**config.mk**
```make
export PLATFORM = sky130hd
export DESIGN_NAME = qkv_phase_ctrl
export DESIGN_NICKNAME = d
export VERILOG_FILES = /design/src/rtl/qkv_phase_ctrl.sv
export SDC_FILE = /design/constraint.sdc
export NUM_CORES = 1
export LEC_CHECK = 0
export ABC_AREA = 1
export BUFFER_PORTS_ARGS = -buffer_cell sky130_fd_sc_hd__clkbuf_2
export CORE_AREA = 2 2 246 248
export CTS_BUF_LIST = sky130_fd_sc_hd__clkbuf_4
export CTS_CLUSTER_DIAMETER = 50
export DETAILED_ROUTE_END_ITERATION = 8
export DIE_AREA = 0 0 248 250
export PLACE_DENSITY = 0.4
export REMOVE_ABC_BUFFERS = 1
export SLEW_MARGIN = 30
export SYNTH_ARGS = -nofsm -noshare
export SYNTH_HDL_FRONTEND = slang
export SYNTH_SLANG_ARGS = --single-unit
export TNS_END_PERCENT = 5
```
**constraint.sdc**
```tcl
create_clock -name clk -period 3.5 [get_ports clk]
set_clock_uncertainty 0.1 [all_clocks]
set_input_delay 0.35 -clock clk [delete_from_list [all_inputs] [get_ports clk]]
set_output_delay 0.35 -clock clk [all_outputs]
set_load 0.03 [all_outputs]
```
**src/rtl/qkv_phase_ctrl.sv**
```systemverilog
// qkv_phase_ctrl: phase FSM and port arbiter for the QKV result SRAMs.
// Optional projection cycle counter: define QKV_PHASE_PERF_CNT_EN.
module qkv_phase_ctrl #(
  parameter int N_CH     = 3,
  parameter int ADDR_W   = 7,
  parameter int DATA_W   = 128,
  parameter int READ_LAT = 2
) (
  input  logic                     clk,
  input  logic                     rst_n,
  input  logic                     en,
  input  logic                     fin,
  input  logic [N_CH-1:0]          proj_web,
  input  logic [N_CH*ADDR_W-1:0]   proj_addr,
  input  logic [N_CH-1:0]          proj_finished,
  input  logic [N_CH*ADDR_W-1:0]   attn_addr,
  input  logic                     attn_done,
  input  logic [ADDR_W-1:0]        fin_addr,
  input  logic                     fin_ren,
  input  logic [$clog2(N_CH)-1:0]  fin_sel,
  input  logic [N_CH*DATA_W-1:0]   mem_dout,
  output logic [N_CH-1:0]          mem_web,
  output logic [N_CH*ADDR_W-1:0]   mem_addr,
  output logic                     attn_start,
  output logic [2:0]               phase,
  output logic                     fin_rvalid,
  output logic [DATA_W-1:0]        fin_rdata,
  output logic [31:0]              proj_cycles
);

  localparam int SW = $clog2(N_CH);

  typedef enum logic [2:0] {
    IDLE  = 3'd0,
    PROJ  = 3'd1,
    START = 3'd2,
    ATTN  = 3'd3,
    DONE  = 3'd4,
    READ  = 3'd5
  } state_t;

  state_t          state;
  state_t          state_nx;
  logic [N_CH-1:0] done_q;
  logic [N_CH-1:0] done_nx;

  logic              acc;
  logic [READ_LAT-1:0] vld_q;
  logic [SW-1:0]     sel_q [READ_LAT];
  logic [DATA_W-1:0] rdata_q;
  logic [DATA_W-1:0] lane;

  assign phase = state;

  // State register and sticky per-channel completion flags
  always_ff @(posedge clk or negedge rst_n) begin
    if (!rst_n) begin
      state  <= IDLE;
      done_q <= '0;
    end else begin
      state  <= state_nx;
      done_q <= done_nx;
    end
  end

  // Next state and memory port ownership
  always_comb begin
    state_nx   = state;
    done_nx    = done_q;
    mem_web    = '1;
    mem_addr   = '0;
    attn_start = 1'b0;
    unique case (state)
      IDLE: begin
        if (fin)     state_nx = READ;
        else if (en) state_nx = PROJ;
      end
      PROJ: begin
        mem_addr = proj_addr;
        if (en) mem_web = proj_web;
        done_nx = done_q | proj_finished;
        if (&done_nx) state_nx = START;
      end
      START: begin
        attn_start = 1'b1;
        mem_addr   = attn_addr;
        state_nx   = ATTN;
      end
      ATTN: begin
        mem_addr = attn_addr;
        if (attn_done) state_nx = DONE;
      end
      DONE: begin
        if (fin) state_nx = READ;
      end
      READ: begin
        mem_addr = {N_CH{fin_addr}};
        if (!fin) begin
          state_nx = IDLE;
          done_nx  = '0;
        end
      end
      default: state_nx = IDLE;
    endcase
  end

  assign acc = (state == READ) && fin_ren;

  // Latency-matched valid/select pipe plus held read data
  always_ff @(posedge clk or negedge rst_n) begin
    if (!rst_n) begin
      vld_q   <= '0;
      rdata_q <= '0;
      for (int k = 0; k < READ_LAT; k++) sel_q[k] <= '0;
    end else begin
      vld_q[0] <= acc;
      sel_q[0] <= fin_sel;
      for (int k = 1; k < READ_LAT; k++) begin
        vld_q[k] <= vld_q[k-1];
        sel_q[k] <= sel_q[k-1];
      end
      rdata_q <= fin_rdata;
    end
  end

  // Select the returning lane for the host
  always_comb begin
    lane = '0;
    for (int i = 0; i < N_CH; i++) begin
      if (sel_q[READ_LAT-1] == SW'(i))
        lane = mem_dout[i*DATA_W +: DATA_W];
    end
  end

  assign fin_rvalid = vld_q[READ_LAT-1];
  assign fin_rdata  = fin_rvalid ? lane : rdata_q;

`ifdef QKV_PHASE_PERF_CNT_EN
  logic [31:0] cyc_q;

  // Saturating count of enabled projection cycles
  always_ff @(posedge clk or negedge rst_n) begin
    if (!rst_n) begin
      cyc_q <= '0;
    end else if (state == IDLE && state_nx == PROJ) begin
      cyc_q <= '0;
    end else if (state == PROJ && en && cyc_q != 32'hFFFF_FFFF) begin
      cyc_q <= cyc_q + 32'd1;
    end
  end

  assign proj_cycles = cyc_q;
`else
  assign proj_cycles = '0;
`endif

endmodule

```
==> results of run 1 <==
## layout by cell type, fill, tap and decap left out, types with 17 or more instances in the layout
cell type,instances
sky130_fd_sc_hd__a41oi_1,128
sky130_fd_sc_hd__buf_4,18
sky130_fd_sc_hd__clkbuf_2,602
sky130_fd_sc_hd__clkbuf_4,17
sky130_fd_sc_hd__conb_1,32
sky130_fd_sc_hd__dfrtp_1,138
sky130_fd_sc_hd__dlygate4sd3_1,268
sky130_fd_sc_hd__nand2_1,309
sky130_fd_sc_hd__nand3_1,139
sky130_fd_sc_hd__nor2_1,131
## worst max-delay path by stage
stage / cells after the start / slack, ns / startpoint / endpoint
2_1_floorplan: 3 / -3.49 / sel_q[0] / fin_rdata[0]
3_3_place_gp: 5 / 1.10 / sel_q[1] / fin_rdata[113]
3_5_place_dp: 4 / 1.06 / vld_q[1] / fin_rdata[27]
4_1_cts: 4 / 0.23 / vld_q[1] / fin_rdata[83]
5_1_grt: 4 / 0.12 / vld_q[1] / fin_rdata[111]
6_report: 5 / 0.38 / sel_q[1] / fin_rdata[117]
## layer usage
metal | vias up | part of all wire, %
met5 | - | 0
met4 | 0 | 4.3
met3 | 80 | 7.1
met2 | 503 | 51
met1 | 5125 | 38
li1 | 5171 | -
## through the flow
step / setup TNS [ns] / hold slack (ns)
2_1_floorplan: -876.60 / -0.0456
3_3_place_gp: 0 / 0.233
3_5_place_dp: 0 / 0.236
4_1_cts: 0 / 0.0884
5_1_grt: 0 / 0.141
6_report: 0 / 0.244
## registers in the layout (all words and copies together), names as in the netlist
register  flops
sel_q         4
phase         3
rdata_q     128
vld_q         2
done_q        3
## cell type report
cell class / instances / area (um^2)
Clock inverter: 13 / 128
Antenna cell: 2 / 5.00
Inverter: 16 / 62.6
Fill cell: 6604 / 44900
Sequential cell: 140 / 3510
Timing Repair Buffer: 900 / 6070
Multi-Input combinational cell: 773 / 3820
Clock buffer: 17 / 128
Tap cell: 782 / 978
## cell families (layout without fill, tap and decap cells)
group / Yosys count / after routing / synth area share [%]
buffers and inverters: 137 / 946 / 9.42
other: 1 / 34 / 0.0472
AOI/OAI and AO/OA: 152 / 152 / 16.1
DFF: 140 / 140 / 44.1
and+or+nand+nor: 589 / 589 / 30.3
## synthesized netlist by cell type
master,number
sky130_fd_sc_hd__nand2_1,309
sky130_fd_sc_hd__dfrtp_1,140
sky130_fd_sc_hd__nand3_1,139
sky130_fd_sc_hd__nor2_1,133
sky130_fd_sc_hd__a41oi_1,128
sky130_fd_sc_hd__buf_2,67
sky130_fd_sc_hd__buf_4,40
sky130_fd_sc_hd__inv_1,15
sky130_fd_sc_hd__a22oi_1,14
sky130_fd_sc_hd__clkbuf_1,9
sky130_fd_sc_hd__a21oi_1,7
sky130_fd_sc_hd__buf_1,5
sky130_fd_sc_hd__nand3b_1,4
sky130_fd_sc_hd__nand4_1,3
sky130_fd_sc_hd__o21ai_0,3
sky130_fd_sc_hd__conb_1,1
sky130_fd_sc_hd__inv_2,1
sky130_fd_sc_hd__nor2_2,1
## power breakdown
part / switching, uW / internal (uW) / total (uW)
sequential: 273 / 2360 / 2630
clock: 690 / 407 / 1100
combinational: 4130 / 2650 / 6780
total: 5090 / 5410 / 10500
## repair_timing
item | 4_1_cts | 5_1_grt
hold endpoints to repair | 277 | 0
resized for setup | 0 | 0
hold buffers | 269 | 0
==> results.ini, run 1 <==
[synth]
yosys_warnings=0
synth_area_leaders=sky130_fd_sc_hd__dfrtp_1, sky130_fd_sc_hd__nand2_1, sky130_fd_sc_hd__a41oi_1
netlist-cell-type-count=18
postSynthAreaPerCell_um2=7.79
synth_top_area_share_pct=44.1
yosysTopAreaCell=sky130_fd_sc_hd__dfrtp_1
ys_ff_latch=140
synthCells=1019
synthesis.area_um2=7940
post_synthesis_sequential_area_ratio_pct=44.1

[cts]
clk_pin_slew_ns=0.13
clock-sinks=140
cts-root-to-sink-buffers=2
cts_tree=yes
worstSkewPairLatency_ns=0.67
maximum_level_of_the_cts_h_tree=4
numCtsBuffers=17
cts_setup_buffers=0
clk_tree_root_cell=sky130_fd_sc_hd__clkbuf_4

[worst_setup_path]
worst_path_max_delay_cell=sky130_fd_sc_hd__dfrtp_1
worst-endpoint-arrival_ns=2.67
maximum_fanout_count_along_the_critical_path=65
critical_path.startpoint_type=register
worst_path_largest_cell_delay_ns=0.45
rr_worst_depth=7
timing.rr.start=phase[2]
worstSetupPathType=reg2out
cp.required_ns=3.05
worst-path-buf-inv=3
timing.reg2reg.setup_slack_ns=0.97
critical_path_s_top_delay_family=buffers and inverters
worst_setup_path_end_kind=output pin
worstReg2RegEnd=phase[1]
critical_path.cell_chain=inv_4, buf_12, nand3_1, a41oi_1, clkbuf_2

[place]
io_buffer_count=603
place_area_um2=11700
finalWeightedCongestion=0.874
dp_hpwl_mm=29.7
placement.setup.worst_slack_ns=1.06
dpl.cell_count=2342

[drt]
via_count=10900
post_drt_via_cell_ratio=4.12
routedWlPerCell_um=15.6
route.antenna.remaining_nets=0
dr.first_iter.drc_count=526
route.detailed.drc=0
routed_wirelength_mm=41.3
drt-pass1-iter-count=6

[layout]
flow.area_growth_from_synthesis_pct=85.1
fin_cells=2643
finish.instance_area_um2=14700
final_nets=2295
final_core_util_pct=24.7
fraction_of_final_layout_cells_with_drive_strength_greater_than_1_pct=35.9

[timing]
maxClockFrequency_mhz=321
timing_hold_violations_final=0
layout_setup_ws_ns=0.381
max_slew.worst_pin.slew_ns=0.801
finalSetupViolCount=0
finalMaxSlewViolations=0
finalCritPeriodShare_pct=89.1
rsz0062_at_grt=no
min_period_ns=3.12
timing.slew.headroom_pct=46.6

[power]
power.density_nw_per_um2=715
worst_ir_drop_vdd_v=0.000447
post-layout-total-power_uw=10500
leakagePower_uw=0.00681

[min_path]
min_delay_path_depth=2
holdPathEnd=sel_q[3]
min-delay-start=fin_sel[1]
hold_path.class=in2reg

[global_routing]
global_routing_usage_on_met1_pct=13.8
overflow=0
grtUsageMet2_pct=23.3
grt_pass1_vias=11400
gr-max-usage-layer=met2
global_route_met3_usage_pct=3.20
antenna_found_initial=2
grt_pass1_wl_mm=61.7
grt_max_degree=73
grt_util_all_layers_pct=13.0

[floorplanning]
area_of_the_die_um2=62000
chipWidth_um=248
die-height_um=250
core_area_um2=59600
fp-row-count=90
pin_count=636
initial_utilization_pct=13.3

[run]
max-cap-violations=0

[outcome]
status=completed

(Power assumes the default switching activity.)
==> run 2: changes to the inputs <==
--- a/config.mk
+++ b/config.mk
@@ -5,14 +5,13 @@
 export SDC_FILE = /design/constraint.sdc
 export NUM_CORES = 1
 export LEC_CHECK = 0
-export ABC_AREA = 1
 export BUFFER_PORTS_ARGS = -buffer_cell sky130_fd_sc_hd__clkbuf_2
-export CORE_AREA = 2 2 246 248
+export CORE_AREA = 2 2 245 247
 export CTS_BUF_LIST = sky130_fd_sc_hd__clkbuf_4
 export CTS_CLUSTER_DIAMETER = 50
 export DETAILED_ROUTE_END_ITERATION = 8
-export DIE_AREA = 0 0 248 250
-export PLACE_DENSITY = 0.4
+export DIE_AREA = 0 0 247 249
+export PLACE_DENSITY = 0.42
 export REMOVE_ABC_BUFFERS = 1
 export SLEW_MARGIN = 30
 export SYNTH_ARGS = -nofsm -noshare
==> results.ini, run 2 <==
[synth]
synthesis.area_um2=8730  ; +9.9%
dominantRegCellSynth=sky130_fd_sc_hd__dfrtp_1
synthArstFlopShare_pct=100  ; unchanged
ys_top_cells_by_count=sky130_fd_sc_hd__nand2_1, sky130_fd_sc_hd__mux2i_1, sky130_fd_sc_hd__dfrtp_1
yosysTopAreaCell=sky130_fd_sc_hd__dfrtp_1
post_synthesis_sequential_area_ratio_pct=40.1  ; -4.0 points
ys_ff_latch=140  ; unchanged
synth_top_area_share_pct=40.1  ; -4.0 points
yosys_warnings=0  ; unchanged
synthCells=991  ; -2.7%
synth_edf_count=0  ; unchanged
synth_most_common_cell=sky130_fd_sc_hd__nand2_1
netlist-cell-type-count=28  ; +10
synth_area_leaders=sky130_fd_sc_hd__dfrtp_1, sky130_fd_sc_hd__mux2i_1, sky130_fd_sc_hd__a31oi_1
postSynthAreaPerCell_um2=8.81  ; +13%

[cts]
numCtsBuffers=17  ; unchanged
clk_pin_slew_ns=0.16  ; +0.03 ns
clock-sinks=140  ; unchanged
post_cts_resize_count=0  ; unchanged
cts-root-to-sink-buffers=2  ; unchanged
maximum_level_of_the_cts_h_tree=4  ; unchanged
worstSkewPairLatency_ns=0.68  ; about the same
cts_setup_buffers=0  ; unchanged
clk_tree_root_cell=sky130_fd_sc_hd__clkbuf_4
cts_tree=yes

[drt]
dr.first_iter.drc_count=266  ; -49%
route.antenna.remaining_nets=0  ; unchanged
route.detailed.drc=0  ; unchanged
post_drt_via_cell_ratio=3.94  ; -4.4%
routedWlPerCell_um=14.8  ; -5.1%
via_count=10300  ; -5.5%
routed_wirelength_mm=38.7  ; -6.2%
drt-pass1-iter-count=5  ; -1

[timing]
min_period_ns=3.16  ; +0.0431 ns
rsz0062_at_grt=no
tns_ns=0  ; unchanged
worst_hold_slack_ns=0.141  ; -0.104 ns
finalCritPeriodShare_pct=90.3  ; +1.2 points
max_slew.worst_pin.slew_ns=0.797  ; -0.00427 ns
timing_hold_violations_final=0  ; unchanged
timing.slew.headroom_pct=46.9  ; +0.28 points
finalMaxSlewViolations=0  ; unchanged
finalSetupViolCount=0  ; unchanged
maxClockFrequency_mhz=316  ; -1.4%

[worst_setup_path]
worst_setup_path_end_kind=output pin
worstSetupPathType=reg2out
critical_path.startpoint_type=register
maximum_fanout_count_along_the_critical_path=53  ; -18%
worst_path_max_delay_cell=sky130_fd_sc_hd__dfrtp_4
worst-endpoint-arrival_ns=2.71  ; +0.04 ns
critical_path.cell_chain=and2b_4, buf_4, nand2_1, a31oi_1, clkbuf_2
cp.required_ns=3.05  ; about the same
worst_path_largest_cell_delay_ns=0.54  ; +0.09 ns

[floorplanning]
core_area_um2=58700  ; -1.5%
die-height_um=249  ; -0.40%
fp-row-count=89  ; -1.1%
initial_utilization_pct=14.9  ; +1.5 points
chipWidth_um=247  ; -0.40%
area_of_the_die_um2=61500  ; -0.80%
pin_count=636  ; unchanged

[place]
io_buffer_count=603  ; unchanged
dp_hpwl_mm=27.9  ; -6.1%
finalWeightedCongestion=0.888  ; +1.5%

[layout]
fraction_of_final_layout_cells_with_drive_strength_greater_than_1_pct=36.7  ; +0.78 points
number_of_flip_flops_under_the_largest_register_name=128  ; unchanged
registers.top_by_ff_count=rdata_q
biggestRegsByFlops=rdata_q: 128 flops, sel_q: 4 flops
flow.area_growth_from_synthesis_pct=75.7
final_common_cell=sky130_fd_sc_hd__clkbuf_2
layout_common_cells=sky130_fd_sc_hd__clkbuf_2, sky130_fd_sc_hd__dlygate4sd3_1, sky130_fd_sc_hd__nand2_1, sky130_fd_sc_hd__mux2i_1, sky130_fd_sc_hd__dfrtp_1
final_nets=2270  ; -1.1%
fill_cells=6410  ; -2.9%

[global_routing]
grt_max_degree=79  ; +8.2%
grt_util_all_layers_pct=12.4  ; -0.51 points
antenna_found_initial=5  ; +3
overflow=0  ; unchanged
grt_pass1_vias=10700  ; -5.9%
grt_pass1_wl_mm=58.4  ; -5.3%

[run]
max-cap-violations=0  ; unchanged

[power]
worst_ir_drop_vdd_v=0.000452  ; +1.1%
power.density_nw_per_um2=706  ; -1.3%
leakagePower_uw=0.00726  ; +6.7%

[min_path]
hold_path.class=in2reg

[outcome]
status=completed

[run 2: metrics by stage]
| step | total power (uW) | setup WS (ns) | util [%] | area, um^2 | cells |
|---|---|---|---|---|---|
| after floorplan | 6360 | -2.73 | - | 8060 | 910 |
| after global placement | 8250 | 1.08 | 21.0 | 12300 | 2311 |
| after detailed placement | 8270 | 1.07 | 21.0 | 12300 | 2311 |
| after CTS | 11000 | 0.172 | 26.1 | 15300 | 2607 |
| after global routing | 11600 | 0.0860 | 26.1 | 15300 | 2611 |
| final | 10800 | 0.338 | 26.1 | 15300 | 2611 |
[run 2: kinds of logic (layout without fill, tap and decap cells)]
kind of cell	count (synthesis)	in the layout	share of synthesized area (%)
AOI/OAI and AO/OA	165	165	11.4
buffers and inverters	112	926	8.99
DFF	140	140	40.1
muxes	149	149	17.1
other	1	34	0.0430
and+or+nand+nor	424	424	22.3
[run 2: timing repair]
item	CTS	global route
hold endpoints to repair	206	24
endpoints found under the setup margin	0	0
hold buffers	264	1
[run 2: final cells by class]
cell class / instances / area [um^2] / share of cell area (%)
tap: 773 / 967 / 6.30
sequential: 140 / 3510 / 22.9
antenna: 2 / 5.00 / 0.0326
clock buffer: 18 / 135 / 0.881
clock inverter: 14 / 193 / 1.26
multi-input combinational: 770 / 4560 / 29.7
timing repair buffer: 894 / 5970 / 38.9
[run 2: critical path: cells and delay by family, from the launching register on]
kind	cells	cell delay, ns
simple gates	2	0.41
flops	1	0.54
buf+inv	2	0.77
compound gates	1	0.25
[run 2: worst paths after layout]
kind	startpoint	to	slack (ns)	depth (start not counted)
setup / recovery	sel_q[0]	fin_rdata[30]	0.34	5
hold reg to reg	vld_q[0]	vld_q[1]	0.27	0
hold / removal	mem_dout[149]	rdata_q[21]	0.14	4
min in group asynchronous	rst_n	rdata_q[2]	0.57	3
setup reg to reg	sel_q[0]	rdata_q[30]	0.97	5
max in group asynchronous	rst_n	phase[2]	1.84	5
[run 2: per-layer routing]
metal | vias to the layer above | track usage [%] | routed length [um] | share of wire (%)
met5 | - | 0 | 13 | 0.034
met4 | 2 | 5.27 | 1240 | 3.2
met3 | 56 | 3.20 | 2610 | 6.7
met2 | 425 | 23.2 | 20100 | 52
met1 | 4807 | 13.0 | 14800 | 38
li1 | 4989 | - | - | -
[run 2: power by group]
part	leakage, uW	total, uW	internal, uW	switching (uW)
clock network	0.000172	1310	577	737
logic	0.00557	6910	2690	4220
registers	0.00152	2600	2340	258
total	0.00726	10800	5600	5220
==> run 3: changes to the inputs <==
--- a/config.mk
+++ b/config.mk
@@ -11,7 +11,7 @@
 export CTS_CLUSTER_DIAMETER = 50
 export DETAILED_ROUTE_END_ITERATION = 8
 export DIE_AREA = 0 0 247 249
-export PLACE_DENSITY = 0.42
+export PLACE_DENSITY_LB_ADDON = 0.15
 export REMOVE_ABC_BUFFERS = 1
 export SLEW_MARGIN = 30
 export SYNTH_ARGS = -nofsm -noshare
==> results.ini, run 3 (synthesis results as in run 2) <==
[power]
switching_share_pct=48.6  ; +0.37 points
power.density_nw_per_um2=700  ; -0.84%
cell_internal_pwr_uw=5560  ; -0.72%
leakagePower_uw=0.00731  ; +0.68%
post-layout-total-power_uw=10800  ; about the same
power.share.sequential_pct=24.2  ; +0.2 points
worst_ir_drop_vdd_v=0.000349  ; -23%
power_frac_clock_pct=11.4  ; -0.7 points
power_frac_comb_pct=64.4  ; +0.5 points
switchingPower_uw=5260  ; +0.75%

[worst_setup_path]
critical_path.startpoint_type=register
maximum_fanout_count_along_the_critical_path=56  ; +5.7%
worstSetupPathType=reg2out
worst-endpoint-arrival_ns=2.81  ; +0.10 ns
cp.required_ns=3.05  ; about the same
worst_setup_path_end_kind=output pin

[floorplanning]
pin_count=636  ; unchanged
fp-row-count=89  ; unchanged
die-height_um=249  ; unchanged
core_area_um2=58700  ; unchanged
area_of_the_die_um2=61500  ; unchanged
chipWidth_um=247  ; unchanged
initial_utilization_pct=14.9  ; unchanged

[cts]
clock-sinks=140  ; unchanged
cts-root-to-sink-buffers=2  ; unchanged
maximum_level_of_the_cts_h_tree=4  ; unchanged
clk_pin_slew_ns=0.15  ; about the same
clk_tree_root_cell=sky130_fd_sc_hd__clkbuf_4
worstSkewPairLatency_ns=0.72  ; +0.04 ns
numCtsBuffers=17  ; unchanged
cts_tree=yes

[place]
dp_hpwl_mm=28.7  ; +2.7%
place_area_um2=12400  ; +0.51%
io_buffer_count=603  ; unchanged
finalWeightedCongestion=0.774  ; -13%

[timing]
finalSetupViolCount=0  ; unchanged
timing_hold_violations_final=0  ; unchanged
finalMaxSlewViolations=0  ; unchanged
maxClockFrequency_mhz=307  ; -3.0%
max_slew.worst_pin.slew_ns=0.811  ; +0.0141 ns
min_period_ns=3.26  ; +0.0992 ns
timing.slew.headroom_pct=45.7  ; -1.2 points
finalCritPeriodShare_pct=93.2  ; +2.8 points

[outcome]
status=completed

[drt]
via_count=10200  ; -0.47%
route.antenna.remaining_nets=0  ; unchanged
routed_wirelength_mm=39.2  ; +1.2%
dr.first_iter.drc_count=264  ; -0.75%
drt-pass1-iter-count=6  ; +1
routedWlPerCell_um=14.9  ; +0.71%
post_drt_via_cell_ratio=3.90  ; -0.96%
route.detailed.drc=0  ; unchanged

[layout]
finish.instance_area_um2=15500  ; +0.83%
final_nets=2277  ; +0.31%
biggestRegsByFlops=rdata_q: 128 flops, sel_q: 4 flops
layout_common_cells=sky130_fd_sc_hd__clkbuf_2, sky130_fd_sc_hd__dlygate4sd3_1, sky130_fd_sc_hd__nand2_1, sky130_fd_sc_hd__mux2i_1, sky130_fd_sc_hd__dfrtp_1
number_of_flip_flops_under_the_largest_register_name=128  ; unchanged
flow.area_growth_from_synthesis_pct=77.2
final_common_cell=sky130_fd_sc_hd__clkbuf_2
registers.top_by_ff_count=rdata_q
fraction_of_final_layout_cells_with_drive_strength_greater_than_1_pct=37.1  ; +0.46 points

[global_routing]
grt_pass1_vias=10900  ; +2.0%
global_routing_usage_on_met1_pct=13.3  ; +0.29 points
gr-max-usage-layer=met2
grt_pass1_wl_mm=59.8  ; +2.4%
global_route_met3_usage_pct=3.03  ; -0.17 points
grt_util_all_layers_pct=12.7  ; +0.23 points
grt_max_degree=92  ; +16%
antenna_found_initial=2  ; -3
overflow=0  ; unchanged
grtUsageMet2_pct=24.1  ; +0.90 points

[min_path]
hold_path.class=in2reg

[run]
max-cap-violations=0  ; unchanged

## run 3: what timing repair did
| item | in CTS | in global routing |
|---|---|---|
| resized for setup | 2 | 4 |
| hold buffers | 266 | 0 |
| buffers inserted | 4 | 0 |
| hold endpoints to repair | 277 | 0 |
| setup endpoints to repair | 61 | 4 |
## run 3: worst max-delay path, stage by stage (launching register included)
cell and delay [ns]:
sky130_fd_sc_hd__dfrtp_4 0.64, sky130_fd_sc_hd__and2b_4 0.38, sky130_fd_sc_hd__buf_12 0.12, sky130_fd_sc_hd__buf_12 0.24, sky130_fd_sc_hd__nand2_1 0.09, sky130_fd_sc_hd__a31oi_1 0.30, sky130_fd_sc_hd__clkbuf_2 0.27
## run 3: final cells by class
type                    instances  area (um^2)
diodes                          8         20.0
clock buffers                  18          135
clock inverters                14          171
flip-flops and latches        140         3510
fillers                      6460        43200
repair buffers                901         6090
multi-input cells             770         4570
well taps                     773          967
## run 3: path summary, 6_finish.rpt
path	cells past startpoint	to	slack, ns	from
max	6	fin_rdata[4]	0.24	sel_q[0]
min	4	rdata_q[101]	0.13	mem_dout[101]
max reg2reg	6	rdata_q[41]	0.91	sel_q[0]
min reg2reg	0	vld_q[1]	0.26	vld_q[0]
max in group asynchronous	4	vld_q[1]	2.18	rst_n
min in group asynchronous	4	rdata_q[0]	0.65	rst_n
## run 3: stage by stage
stage | hold slack [ns] | TNS (ns) | util, % | setup slack (ns) | std cells
floorplan | -0.0456 | -667.76 | - | -2.73 | 910
CTS | 0.000535 | 0 | 26.3 | 0.0387 | 2616
finish | 0.128 | 0 | 26.4 | 0.239 | 2624
detailed placement | 0.236 | 0 | 21.1 | 0.723 | 2314
global route | 0.0112 | -0.433 | 26.4 | -0.0522 | 2624
global placement | 0.232 | 0 | 21.1 | 0.759 | 2314
## run 3: per-layer routing
| metal | up-vias | wire [um] |
|---|---|---|
| met1 | 4810 | 15100 |
| li1 | 5015 | - |
| met4 | 0 | 745 |
| met3 | 41 | 2520 |
| met2 | 365 | 20900 |
| met5 | - | 0 |
## run 3: power by group through the flow
stage | logic (uW) | clock network (uW) | registers, uW
finish | 6970 | 1240 | 2610
global route | 7510 | 1420 | 2690
CTS | 7030 | 1360 | 2610
detailed placement | 5700 | 0 | 2660
global placement | 5710 | 0 | 2650
floorplan | 3560 | 0 | 2810
